[src/rtl/mem_access.sv]
// -----------------------------------------------------------------------------
// mem_access -- load/store stage between EX and writeback.
//
// Takes one EX result per accepted cycle. Non-memory ops write back Result one
// cycle later. Misaligned loads and stores raise AddrErr. Aligned loads and
// stores issue a single request on the memory bus and wait for MemAck. If the
// ack does not arrive within TIMEOUT cycles, BusErr is raised instead.
//
// Parameters
//   TIMEOUT   max cycles MemReq stays high waiting for MemAck (>= 1)
//
// Ports
//   CLK       clock, rising edge
//   RST       asynchronous active-low reset
//   Valid     EX result valid (sampled only while idle)
//   Ins       instruction, opcode in Ins[31:26]
//   Result    EX result / effective address
//   Rdata2    store data (rt)
//   Busy      stage occupied, upstream must hold
//   MemReq    memory request, held until the cycle MemAck is seen
//   MemWE     write enable (stores)
//   MemAddr   word address
//   MemBE     byte-lane enables, bit i = lane i (little-endian)
//   MemWdata  store data replicated across lanes
//   MemAck    memory completion, MemRdata valid in the same cycle
//   MemRdata  read data
//   WBdata    writeback data, holds its value between strobes
//   WBvalid   one-cycle writeback strobe
//   AddrErr   one-cycle misalignment strobe
//   BusErr    one-cycle memory timeout strobe
// -----------------------------------------------------------------------------
module mem_access #(
    parameter int TIMEOUT = 16
) (
    input  logic        CLK,
    input  logic        RST,
    input  logic        Valid,
    input  logic [31:0] Ins,
    input  logic [31:0] Result,
    input  logic [31:0] Rdata2,
    output logic        Busy,
    output logic        MemReq,
    output logic        MemWE,
    output logic [31:0] MemAddr,
    output logic [3:0]  MemBE,
    output logic [31:0] MemWdata,
    input  logic        MemAck,
    input  logic [31:0] MemRdata,
    output logic [31:0] WBdata,
    output logic        WBvalid,
    output logic        AddrErr,
    output logic        BusErr
);

    typedef enum logic [1:0] {IDLE, WAIT, DONE} state_t;
    typedef enum logic [1:0] {SZ_BYTE, SZ_HALF, SZ_WORD} mem_size_t;

    localparam logic [5:0] OP_LB  = 6'h20;
    localparam logic [5:0] OP_LH  = 6'h21;
    localparam logic [5:0] OP_LW  = 6'h23;
    localparam logic [5:0] OP_LBU = 6'h24;
    localparam logic [5:0] OP_LHU = 6'h25;
    localparam logic [5:0] OP_SB  = 6'h28;
    localparam logic [5:0] OP_SH  = 6'h29;
    localparam logic [5:0] OP_SW  = 6'h2B;

    localparam int            CW       = $clog2(TIMEOUT + 1);
    localparam logic [CW-1:0] CNT_LAST = CW'(TIMEOUT - 1);

    state_t        state_q, state_d;
    logic [CW-1:0] cnt_q;
    logic          store_q;
    logic          signed_q;
    mem_size_t     size_q;
    logic [1:0]    off_q;

    // Only the opcode field matters to this stage.
    logic unused_ins;
    assign unused_ins = ^Ins[25:0];

    // ------------------------------------------------------------------
    // Opcode decode
    // ------------------------------------------------------------------
    logic      is_mem, is_store, is_signed, misaligned;
    mem_size_t size;

    // NOTE: every combinational output gets a default before the case so no
    // path leaves it unassigned; a missing default would infer a latch.
    always_comb begin
        is_mem    = 1'b1;
        is_store  = 1'b0;
        is_signed = 1'b0;
        size      = SZ_WORD;
        case (Ins[31:26])
            OP_LB:  begin size = SZ_BYTE; is_signed = 1'b1; end
            OP_LH:  begin size = SZ_HALF; is_signed = 1'b1; end
            OP_LW:  size = SZ_WORD;
            OP_LBU: size = SZ_BYTE;
            OP_LHU: size = SZ_HALF;
            OP_SB:  begin size = SZ_BYTE; is_store = 1'b1; end
            OP_SH:  begin size = SZ_HALF; is_store = 1'b1; end
            OP_SW:  begin size = SZ_WORD; is_store = 1'b1; end
            default: is_mem = 1'b0;
        endcase
        misaligned = is_mem && ((size == SZ_HALF && Result[0]) ||
                                (size == SZ_WORD && Result[1:0] != 2'b00));
    end

    // Lane enables and replicated store data for the request being accepted.
    logic [3:0]  be_d;
    logic [31:0] wdata_d;

    always_comb begin
        case (size)
            SZ_BYTE: begin
                be_d    = 4'b0001 << Result[1:0];
                wdata_d = {4{Rdata2[7:0]}};
            end
            SZ_HALF: begin
                be_d    = Result[1] ? 4'b1100 : 4'b0011;
                wdata_d = {2{Rdata2[15:0]}};
            end
            default: begin
                be_d    = 4'b1111;
                wdata_d = Rdata2;
            end
        endcase
    end

    // ------------------------------------------------------------------
    // Load data extraction from the lane selected by the latched offset
    // ------------------------------------------------------------------
    logic [7:0]  lane_byte;
    logic [15:0] lane_half;
    logic [31:0] load_data;

    always_comb begin
        case (off_q)
            2'd0:    lane_byte = MemRdata[7:0];
            2'd1:    lane_byte = MemRdata[15:8];
            2'd2:    lane_byte = MemRdata[23:16];
            default: lane_byte = MemRdata[31:24];
        endcase
        lane_half = off_q[1] ? MemRdata[31:16] : MemRdata[15:0];
        case (size_q)
            SZ_BYTE: load_data = {{24{signed_q & lane_byte[7]}}, lane_byte};
            SZ_HALF: load_data = {{16{signed_q & lane_half[15]}}, lane_half};
            default: load_data = MemRdata;
        endcase
    end

    // ------------------------------------------------------------------
    // FSM
    // ------------------------------------------------------------------
    logic timeout;

    always_comb begin
        state_d = state_q;
        timeout = 1'b0;
        case (state_q)
            IDLE: if (Valid && is_mem && !misaligned) state_d = WAIT;
            WAIT: begin
                // An ack on the last allowed cycle still completes normally.
                if (MemAck) begin
                    state_d = DONE;
                end else if (cnt_q == CNT_LAST) begin
                    state_d = IDLE;
                    timeout = 1'b1;
                end
            end
            DONE:    state_d = IDLE;
            default: state_d = IDLE;
        endcase
    end

    // NOTE: sequential state uses non-blocking assignments so every register
    // samples pre-edge values regardless of statement order.
    always_ff @(posedge CLK or negedge RST) begin
        if (!RST) begin
            state_q <= IDLE;
        end else begin
            state_q <= state_d;
        end
    end

    // Request qualifiers are decoded straight from state so reset drops them
    // without waiting for a clock edge.
    assign Busy   = (state_q != IDLE);
    assign MemReq = (state_q == WAIT);
    assign MemWE  = MemReq & store_q;

    // ------------------------------------------------------------------
    // Datapath registers and strobes
    // ------------------------------------------------------------------
    always_ff @(posedge CLK or negedge RST) begin
        if (!RST) begin
            cnt_q    <= '0;
            store_q  <= 1'b0;
            signed_q <= 1'b0;
            size_q   <= SZ_WORD;
            off_q    <= 2'b00;
            MemAddr  <= '0;
            MemBE    <= '0;
            MemWdata <= '0;
            WBdata   <= '0;
            WBvalid  <= 1'b0;
            AddrErr  <= 1'b0;
            BusErr   <= 1'b0;
        end else begin
            WBvalid <= 1'b0;
            AddrErr <= 1'b0;
            BusErr  <= 1'b0;
            case (state_q)
                IDLE: begin
                    if (Valid) begin
                        if (!is_mem) begin
                            WBdata  <= Result;
                            WBvalid <= 1'b1;
                        end else if (misaligned) begin
                            AddrErr <= 1'b1;
                        end else begin
                            cnt_q    <= '0;
                            store_q  <= is_store;
                            signed_q <= is_signed;
                            size_q   <= size;
                            off_q    <= Result[1:0];
                            MemAddr  <= {Result[31:2], 2'b00};
                            MemBE    <= be_d;
                            MemWdata <= wdata_d;
                        end
                    end
                end
                WAIT: begin
                    if (MemAck) begin
                        // WBvalid lands in DONE, one cycle after the ack.
                        if (!store_q) begin
                            WBdata  <= load_data;
                            WBvalid <= 1'b1;
                        end
                    end else if (timeout) begin
                        BusErr <= 1'b1;
                    end else begin
                        cnt_q <= cnt_q + CW'(1);
                    end
                end
                default: ;
            endcase
        end
    end

endmodule

[config.mk]
export PLATFORM = sky130hd
export DESIGN_NAME = mem_access
export DESIGN_NICKNAME = d
export VERILOG_FILES = /design/src/rtl/mem_access.sv
export SDC_FILE = /design/constraint.sdc
export NUM_CORES = 1
export LEC_CHECK = 0
export BUFFER_PORTS_ARGS = -buffer_cell sky130_fd_sc_hd__buf_2
export CAP_MARGIN = 10
export CORE_MARGIN = 2
export CORE_UTILIZATION = 35
export CTS_CLUSTER_SIZE = 40
export DETAILED_ROUTE_END_ITERATION = 7
export GPL_TIMING_DRIVEN = 0
export PLACE_DENSITY = 0.58
export SYNTH_ARGS = -nofsm -noshare
export SYNTH_HDL_FRONTEND = slang
export SYNTH_SLANG_ARGS = --single-unit
export TNS_END_PERCENT = 30
[constraint.sdc]
create_clock -name CLK -period 4 [get_ports CLK]
set_clock_uncertainty 0.15 [all_clocks]
set_input_delay 0.4 -clock CLK [delete_from_list [all_inputs] [get_ports CLK]]
set_output_delay 0.4 -clock CLK [all_outputs]
set_load 0.01 [all_outputs]
## Yosys cells after proc, flatten, opt, wreduce, memory -nomap -nowiden

Index checks and enable logic that the tools add are counted.

- Register bits after elaboration: 114
- Logic and storage cells: 107
- Bits of input ports: 132
- Output and inout port bits: 106

- Eq/ne operators: 25
- Shifts and indexed selects: 1
- Add/sub/neg operators: 1
- Bitwise operators: 4
- Muxes and demuxes: 40
- Reduce and logical (&&, ||, !) cells: 23

Operator list:

| kind | count |
|---|---|
| 32-bit one-hot mux with 2 select lines | 3 |
| 32-bit 2-to-1 mux | 4 |
| 6-bit == test, second input constant | 8 |
| 5-bit 2-to-1 mux | 5 |
| 8-bit one-hot mux with 3 select lines | 1 |
| 1-bit 2-to-1 mux | 17 |
| 16-bit 2-to-1 mux | 1 |
| 2-bit inequality test, second input constant | 8 |
| 5-bit one-hot mux with 2 select lines | 1 |
| 3-bit OR reduction | 3 |
| 2-bit by 1-bit == test with 1-bit output, second input constant | 4 |
| 2-bit logical NOT | 4 |
| 2-bit one-hot mux with 2 select lines | 2 |
| 4-bit one-hot mux with 2 select lines | 1 |
| 8-bit OR reduction | 1 |
| 2-bit 2-to-1 mux | 3 |
| 6-bit AND reduction | 1 |
| 2-bit nonzero test | 3 |
| 5-bit by 1-bit adder with 5-bit output, second input constant | 1 |
| 5-bit by 4-bit == test with 1-bit output, second input constant | 1 |
| 1-bit logical AND | 5 |
| 5-bit AND reduction | 1 |
| 2-bit == test, second input constant | 2 |
| 4-bit 2-to-1 mux | 1 |
| other kinds (11) | 13 |

## Logic depth before layout (Yosys ltp)

Gate-level depths: netlist (run 1).

- Word-level depth: 11
- Depth in mapped cells: 7
- Mapped depth without buffers: 7

## Least setup slack after synthesis (run 1)

OpenSTA, ideal clock, no wires.

- Path kind: input -> register
- Start point: in Ins[30]
- End point: reg MemAddr[13]
- Path slack: 1.755 ns
- Cell stages on the path: 7
- Setup time: 0.125 ns
- Path buffers: 2
- Arrival time: 1.970 ns
- Required time: 3.725 ns
- Cells stage by stage: nand2b_1 a2111o_1 buf_2 o2bb2ai_1 nor2_2 buf_2 mux2_2

- Cells in the longest elaborated chain, start to end: 9
- Elaborated cells between the ends (all ways): 21
- Classes of those cells: 10 x eq/ne; 2 x mux; 1 x bitwise; 8 x reduce/logical

RTL lines:

| element | RTL line | RTL |
|---|---|---|
| start: declaration | 38 | `input logic [31:0] Ins,` |
| 6-bit == test | 94 | `case (Ins[31:26])` |
| 3-bit OR reduction (no line) | n/a |  |
| 2-bit one-hot mux with 2 select lines | 94 |  |
| 2-bit by 1-bit == test with 1-bit output or 2-bit == test (tied branches) | 105, 106 |  |
| 1-bit logical AND, on equally long branches | 105, 106 |  |
| 1-bit logical OR | 105 | `misaligned = is_mem && ((size == SZ_HALF && Result[0]) \|\|` |
| 1-bit logical AND | 105 |  |
| 1-bit NOT (no line) | n/a |  |
| 4-bit AND reduction (no line) (*) | n/a |  |
| end signal: assignment | 227 | `MemAddr <= {Result[31:2], 2'b00};` |
| end: declaration | 44 | `output logic [31:0] MemAddr,` |

Every way passes the cells marked *; elsewhere a longest branch is shown, timed or not.
A chain may end at the register's enable or synchronous reset.

## Worst setup path in the final report (run 1)

- Start point: reg state_q[1]
- End point: reg WBdata[15]

- Cells in the longest elaborated chain, start to end: 3
- Elaborated cells between the ends (all ways): 9
- Classes of those cells: 5 x eq/ne; 1 x mux; 3 x reduce/logical

RTL lines:

| element | RTL line | RTL |
|---|---|---|
| start: declaration | 70 | `state_t state_q, state_d;` |
| start signal: assignment | 182 | `state_q <= state_d;` |
| 2-bit by 1-bit == test with 1-bit output or 2-bit logical NOT (tied branches) | 213 | `case (state_q)` |
| 2-bit inequality test (no line), or another cell as far along | n/a |  |
| 5-bit AND reduction (no line) | n/a |  |
| end signal: assignment | 217 | `WBdata <= Result;` |
| end signal: assignment | 237 | `WBdata <= load_data;` |
| end: declaration | 49 | `output logic [31:0] WBdata,` |

Parallel ways exist; a longest one is shown, timed or not.

==> results_dict.tcl, run 1 <==
set metrics [dict create \
    drt_iter0_markers 172 \
    clock_path_buffers 2 \
    timing.final.hold_violations 0 \
    synth-seq-area-share_pct 50.1 \
    n_antenna_cell 0 \
    root_buffer "clkbuf_16" \
    powerDensity_nw_per_um2 560 \
    port_buffers 209 \
    fin_area_um2 7710 \
    die_area_um2 17300 \
    vias_per_cell 5.02 \
    dp_hpwl_um 13000 \
    reg2reg_to "WBdata[15]" \
    dpl_cell_area_um2 7050 \
    crit_start "state_q[1]" \
    grt_overflow 0 \
    final_common_cell "buf_2" \
    synth_edf_count 0 \
    reg2reg_depth 7 \
    min_period_over_period_pct 71.0 \
    synth_async_sr_flop_share_pct 100 \
    timing.rr.start "state_q[1]" \
    min_from "MemAck" \
    ir_worst_vdd_uv 305 \
    avgSynthCellArea_um2 11.5 \
    synth.ff_latch_count 114 \
    hp-class "input port to register" \
    drc 0 \
    p_total_mw 4.32 \
    path_max_fanout 10 \
    whs_ps 63.2 \
    clk_latency_ps 410 \
    rsz0062_at_grt "no" \
    dr.pass1.iters 4 \
    ys_warn_count 0 \
    grt_pass1_wl_um 27700 \
    synthDistinctLibCells 46 \
    crit_end "WBdata[15]" \
    grt_pass1_vias 5022 \
    tightestPinTransition_ps 867 \
    drv_slew 0 \
    coreArea_um2 15900 \
    path_clk_slew_ps 50 \
    fin_cells 955 \
    worstSetupPathType "register to register" \
    cts_setup_buffers 0 \
    mostFrequentLayoutCells "220 x buf_2, 113 x dfrtp_1, 113 x mux2_2" \
    dp_cells 923 \
    critPathCaptureType "register" \
    die_x_um 132 \
    max_cap_viol_count 0 \
    gp_congestion 0.810 \
    fill_cells 1550 \
    worst-r2r-setup-slack_ps 1160 \
    grt_max_degree 70 \
    io_pins 238 \
    track_usage_pct 20.5 \
    fmax_ghz 0.352 \
    relSlewSlack_pct 41.9 \
    worstPathArrival_ps 2980 \
    numCtsBuffers 17 \
    synth_area_um2 5700 \
    fin_nets 861 \
    p_leak_nw 3.83 \
    ys.flop_type "dfrtp_1" \
    row_count 46 \
    period_minus_slack_ps 2840 \
    die_y_um 132 \
    postSynthCellCount 496 \
    antenna_found_initial 0 \
    status "finished clean" \
    area_delta_synth_final_pct 35.4 \
    clock_sinks 114 \
    wl_per_cell_um 18.2 \
    setup_viol 0 \
    start_util_pct 35.9 \
    postRouteAntennaNets 0 \
    crit_required_ps 4140 \
    setup_tns_ps 0 \
    wl_um 17400 \
    cts_tree "done" \
    vias 4796 \
    startpoint_type "register" \
    drive_above_1_share_pct 50.7 \
    cts_max_level 4 \
]
==> stage by stage <==
step / worst slack, ps / utilization, %
6_report: 1160 / 48.5
5_1_grt: 953 / 48.5
4_1_cts: 1150 / 48.5
3_5_place_dp: 1120 / 44.4
3_3_place_gp: 946 / 44.2
2_1_floorplan: 1760 / -
==> flip-flops by register name, indices dropped and copies added, names as in the netlist <==
signal / flops
WBdata: 32
WBvalid: 1
signed_q: 1
size_q: 2
store_q: 1
state_q: 2
MemBE: 4
off_q: 2
MemWdata: 32
BusErr: 1
cnt_q: 5
MemAddr: 30
AddrErr: 1
==> timing repair <==
action	in CTS	in global routing
endpoints found under the hold margin	45	0
gates resized for setup	0	0
hold buffers	1	0
==> Yosys cell counts (2+ instances only) <==
library cell	number	area (µm²)
ha_1	2	25.0
o21bai_1	2	15.0
dfrtp_1	113	2830
a22oi_1	10	75.1
mux2i_1	20	200
and3_1	8	50.1
buf_4	2	15.0
inv_1	11	41.3
a31oi_1	2	12.5
clkbuf_1	13	48.8
a21o_1	2	15.0
buf_1	3	11.3
o22ai_1	3	18.8
mux2_1	4	45.0
nor3b_1	2	15.0
buf_2	12	60.1
mux2_2	113	1270
nand2_1	24	90.1
buf_6	2	22.5
o21ai_0	14	70.1
nor2b_1	6	37.5
a21oi_1	45	225
nor2_1	49	184
a22o_1	8	70.1
nand2b_1	3	18.8
a211oi_1	3	22.5
==> layer usage <==
metal	wire length (µm)	track usage [%]	up-vias
met5	0	0	-
met4	139	5.86	0
met3	1330	7.02	9
met2	8540	34.3	179
met1	7360	25.1	2366
li1	-	-	2242
==> report_power, final <==
group          switching [mW]  leakage (nW)  internal [mW]
clock network           0.533         0.315           1.15
logic                   0.537          2.10          0.524
registers               0.145          1.42           1.43
==> how the worst min path moves through the flow <==
| stage | depth (start not counted) | slack (ps) | to |
|---|---|---|---|
| after global routing | 2 | 60 | BusErr |
| final | 2 | 60 | BusErr |
| after floorplan | 0 | -50 | AddrErr |
| after global placement | 1 | 310 | MemAddr[28] |
| after detailed placement | 1 | 210 | MemAddr[5] |
| after CTS | 2 | 50 | BusErr |
==> kinds of logic after synthesis <==
logic type               share of synthesized area (%)
AO/OA/AOI/OAI                                     10.7
AND/OR/NAND/NOR                                   8.11
multiplexers                                      27.0
other                                           0.0658
buffers and inverters                             3.49
flip-flops                                        50.1
adder cells (fa/ha/maj)                          0.439
==> critical path, cell delays in order (launching register included) <==
cell and delay (ps):
dfrtp_1 410, nand2b_1 310, inv_1 210, nand2_1 130, nor2_1 40, a31oi_1 640
buf_2 420, mux2_2 380
==> cell type report <==
cell class | count | area (µm²) | area share (%)
Buffer | 32 | 158 | 2.04
Inverter | 11 | 41.3 | 0.536
Multi-Input combinational cell | 340 | 2650 | 34.3
Tap cell | 216 | 270 | 3.51
Clock buffer | 21 | 470 | 6.10
Timing Repair Buffer | 211 | 1090 | 14.1
Sequential cell | 114 | 2850 | 37.0
Clock inverter | 10 | 180 | 2.34
(Power assumes the default switching activity.)
==> inputs of run 2 (changes only) <==
--- a/config.mk
+++ b/config.mk
@@ -5,6 +5,7 @@
 export SDC_FILE = /design/constraint.sdc
 export NUM_CORES = 1
 export LEC_CHECK = 0
+export ABC_AREA = 1
 export BUFFER_PORTS_ARGS = -buffer_cell sky130_fd_sc_hd__buf_2
 export CAP_MARGIN = 10
 export CORE_MARGIN = 2
@@ -12,7 +13,7 @@
 export CTS_CLUSTER_SIZE = 40
 export DETAILED_ROUTE_END_ITERATION = 7
 export GPL_TIMING_DRIVEN = 0
-export PLACE_DENSITY = 0.58
+export PLACE_DENSITY = 0.6
 export SYNTH_ARGS = -nofsm -noshare
 export SYNTH_HDL_FRONTEND = slang
 export SYNTH_SLANG_ARGS = --single-unit
==> constraint.sdc (replaced) <==
create_clock -name CLK -period 2.5 [get_ports CLK]
set_clock_uncertainty 0.15 [all_clocks]
set_input_delay 0.25 -clock CLK [delete_from_list [all_inputs] [get_ports CLK]]
set_output_delay 0.25 -clock CLK [all_outputs]
set_load 0.01 [all_outputs]
==> results_dict.tcl, run 2 <==
set metrics [dict create \
    critPathCaptureType "register" \
    grt_overflow 0 \
    worstPathArrival_ps 2430 \
    timing.final.hold_violations 0 \
    critPathTopFamily "buffers and inverters" \
    final_common_cell "nand2_1" \
    reg_top3 "MemWdata: 32 flops, WBdata: 32 flops, MemAddr: 30 flops" \
    clock_path_buffers 2 \
    wl_per_cell_um 16.4 \
    min_period_over_period_pct 91.0 \
    synth_simple_gate_area_share_pct 33.7 \
    die_area_um2 17800 \
    cts_tree "done" \
    start_util_pct 35.7 \
    coreArea_um2 16500 \
    numCtsBuffers 17 \
    synthTopCellsByArea "dfrtp_1 48%, nand2_1 19%, nand3_1 7.0%, o21ai_0 5.5%, nor2_1 4.2%" \
    vias_per_cell 4.87 \
    area_delta_synth_final_pct 41.0 \
    crit_chain "dlygate4sd3_1 > buf_2 > nand2_1 > nand2_1 > nor2_2 > buf_2 > o311ai_0 > nand3_1 > nand2_1" \
    fin_nets 1191 \
    setup_tns_ps 0 \
    utilization_pct 50.3 \
    dp_hpwl_um 15400 \
    root_buffer "clkbuf_16" \
    fin_cells 1290 \
    synth_top_family_by_area "simple AND/OR/NAND/NOR gates" \
    antenna_found_initial 1 \
    postRouteAntennaNets 0 \
    path_clk_slew_ps 50 \
    die_x_um 134 \
    wl_um 21200 \
    gp_congestion 0.903 \
    crit_required_ps 2650 \
    synth_area_um2 5870 \
    cts_setup_buffers 0 \
    hp-class "input port to register" \
    synth_most_common_cell "nand2_1" \
    p_total_mw 6.99 \
    avgSynthCellArea_um2 7.44 \
    synth.ff_latch_count 114 \
    synth_fa_ha_area_share_pct 0.426 \
    switchingPower_mw 2.15 \
    clock_sinks 114 \
    synth.area.mux_share_pct 0 \
    track_usage_pct 24.0 \
    p_clk_share_pct 40.0 \
    fmax_ghz 0.439 \
    status "finished clean" \
    clk_latency_ps 410 \
    setup_viol 0 \
    combPwrFrac_pct 24.7 \
    p_leak_nw 4.52 \
    rsz0062_at_grt "no" \
    cp_common_cell "nand2_1" \
    cts_max_level 4 \
    postSynthCellCount 789 \
    synth_xor_area_share_pct 0.149 \
    powerDensity_nw_per_um2 845 \
    port_buffers 209 \
    dr.pass1.iters 5 \
    io_pins 238 \
    ctsResizeCount 0 \
    row_count 47 \
    max_stage_delay_ps 540 \
    dp_cells 1220 \
    worstSetupPathType "input port to register" \
    synth-compound-area-share_pct 10.3 \
    startpoint_type "input port" \
    crit_slowest_cell "dlygate4sd3_1" \
    grt_pass1_vias 5913 \
    max_cap_viol_count 0 \
    ys.flop_type "dfrtp_1" \
    synth_edf_count 0 \
    synth-seq-area-share_pct 48.6 \
    p_int_mw 4.84 \
    path_max_fanout 10 \
    grt_pass1_wl_um 32700 \
    die_y_um 134 \
    drive_above_1_share_pct 25.6 \
    ir_worst_vdd_uv 496 \
    synth_top_area_cell "dfrtp_1" \
    switching_share_pct 30.7 \
    p_seq_share_pct 35.3 \
    synthDistinctLibCells 37 \
    drt_iter0_markers 504 \
    period_minus_slack_ps 2280 \
    grt_max_degree 76 \
    ys_warn_count 0 \
    relSlewSlack_pct 54.1 \
    synth_async_sr_flop_share_pct 100 \
    cts_hold_buf 38 \
    ys_top_cells_by_count "291 x nand2_1, 113 x dfrtp_1, 82 x nand3_1" \
    mostFrequentLayoutCells "291 x nand2_1, 223 x buf_2, 113 x dfrtp_1" \
    netlist.area_leader.share_pct 48.2 \
    critical_path_buf_inv_count 3 \
    tightestPinTransition_ps 680 \
    vias 6276 \
    drv_slew 0 \
    drc 0 \
]
## run 2: tightest hold or removal path: cells and delay by family
family          cells  cell delay (ps)
buf+inv             2              130
compound gates      1              150
## run 2: through the flow
| step | setup slack [ps] | cell area, µm² | hold slack (ps) |
|---|---|---|---|
| floorplan | 834 | 5870 | -196 |
| global placement | -498 | 7200 | 299 |
| detailed placement | 271 | 7230 | 39.8 |
| CTS | 208 | 8280 | 1.38 |
| global route | 47.6 | 8280 | 11.8 |
| finish | 224 | 8280 | 15.9 |
## run 2: metal layers
layer,track usage [%],wire length (µm),vias up
li1,-,-,3091
met5,0,0,-
met1,32.8,9480,2925
met4,9.87,558,0
met3,5.44,1410,41
met2,37.1,9710,219
## run 2: cell type report
type,instances,area [µm²]
Antenna cell,1,2.50
Buffer,44,221
Clock buffer,21,460
Clock inverter,10,205
Fill cell,1687,8190
Inverter,46,173
Multi-Input combinational cell,586,2630
Sequential cell,114,2850
Tap cell,220,275
Timing Repair Buffer,248,1460
## run 2: logic make-up (layout without fill, tap and decap cells)
logic type	after synthesis	count (layout)
simple gates	470	470
flops	114	114
compound gates	111	111
buf+inv	90	369
fa+ha+maj	2	2
other cells	1	3
xor+xnor	1	1
## run 2: power groups by stage
stage          clock [mW]  sequential (mW)  combinational (mW)
2_1_floorplan           0             2.66               0.706
3_3_place_gp            0             2.49                1.66
3_5_place_dp            0             2.49                1.68
4_1_cts              2.83             2.47                1.73
5_1_grt              2.91             2.52                1.93
6_report             2.80             2.47                1.73
## run 2: path summary, 6_finish.rpt
path                              from      endpoint  slack (ps)  cells past startpoint
min in group asynchronous          RST  MemWdata[18]         190                      2
setup / recovery               Ins[29]      MemBE[2]         220                      9
max in group asynchronous          RST    MemAddr[8]        1290                      3
hold reg to reg            MemAddr[18]   MemAddr[18]         320                      2
setup reg to reg            state_q[0]     WBdata[6]         220                      7
hold / removal               Result[3]    MemAddr[3]          20                      3
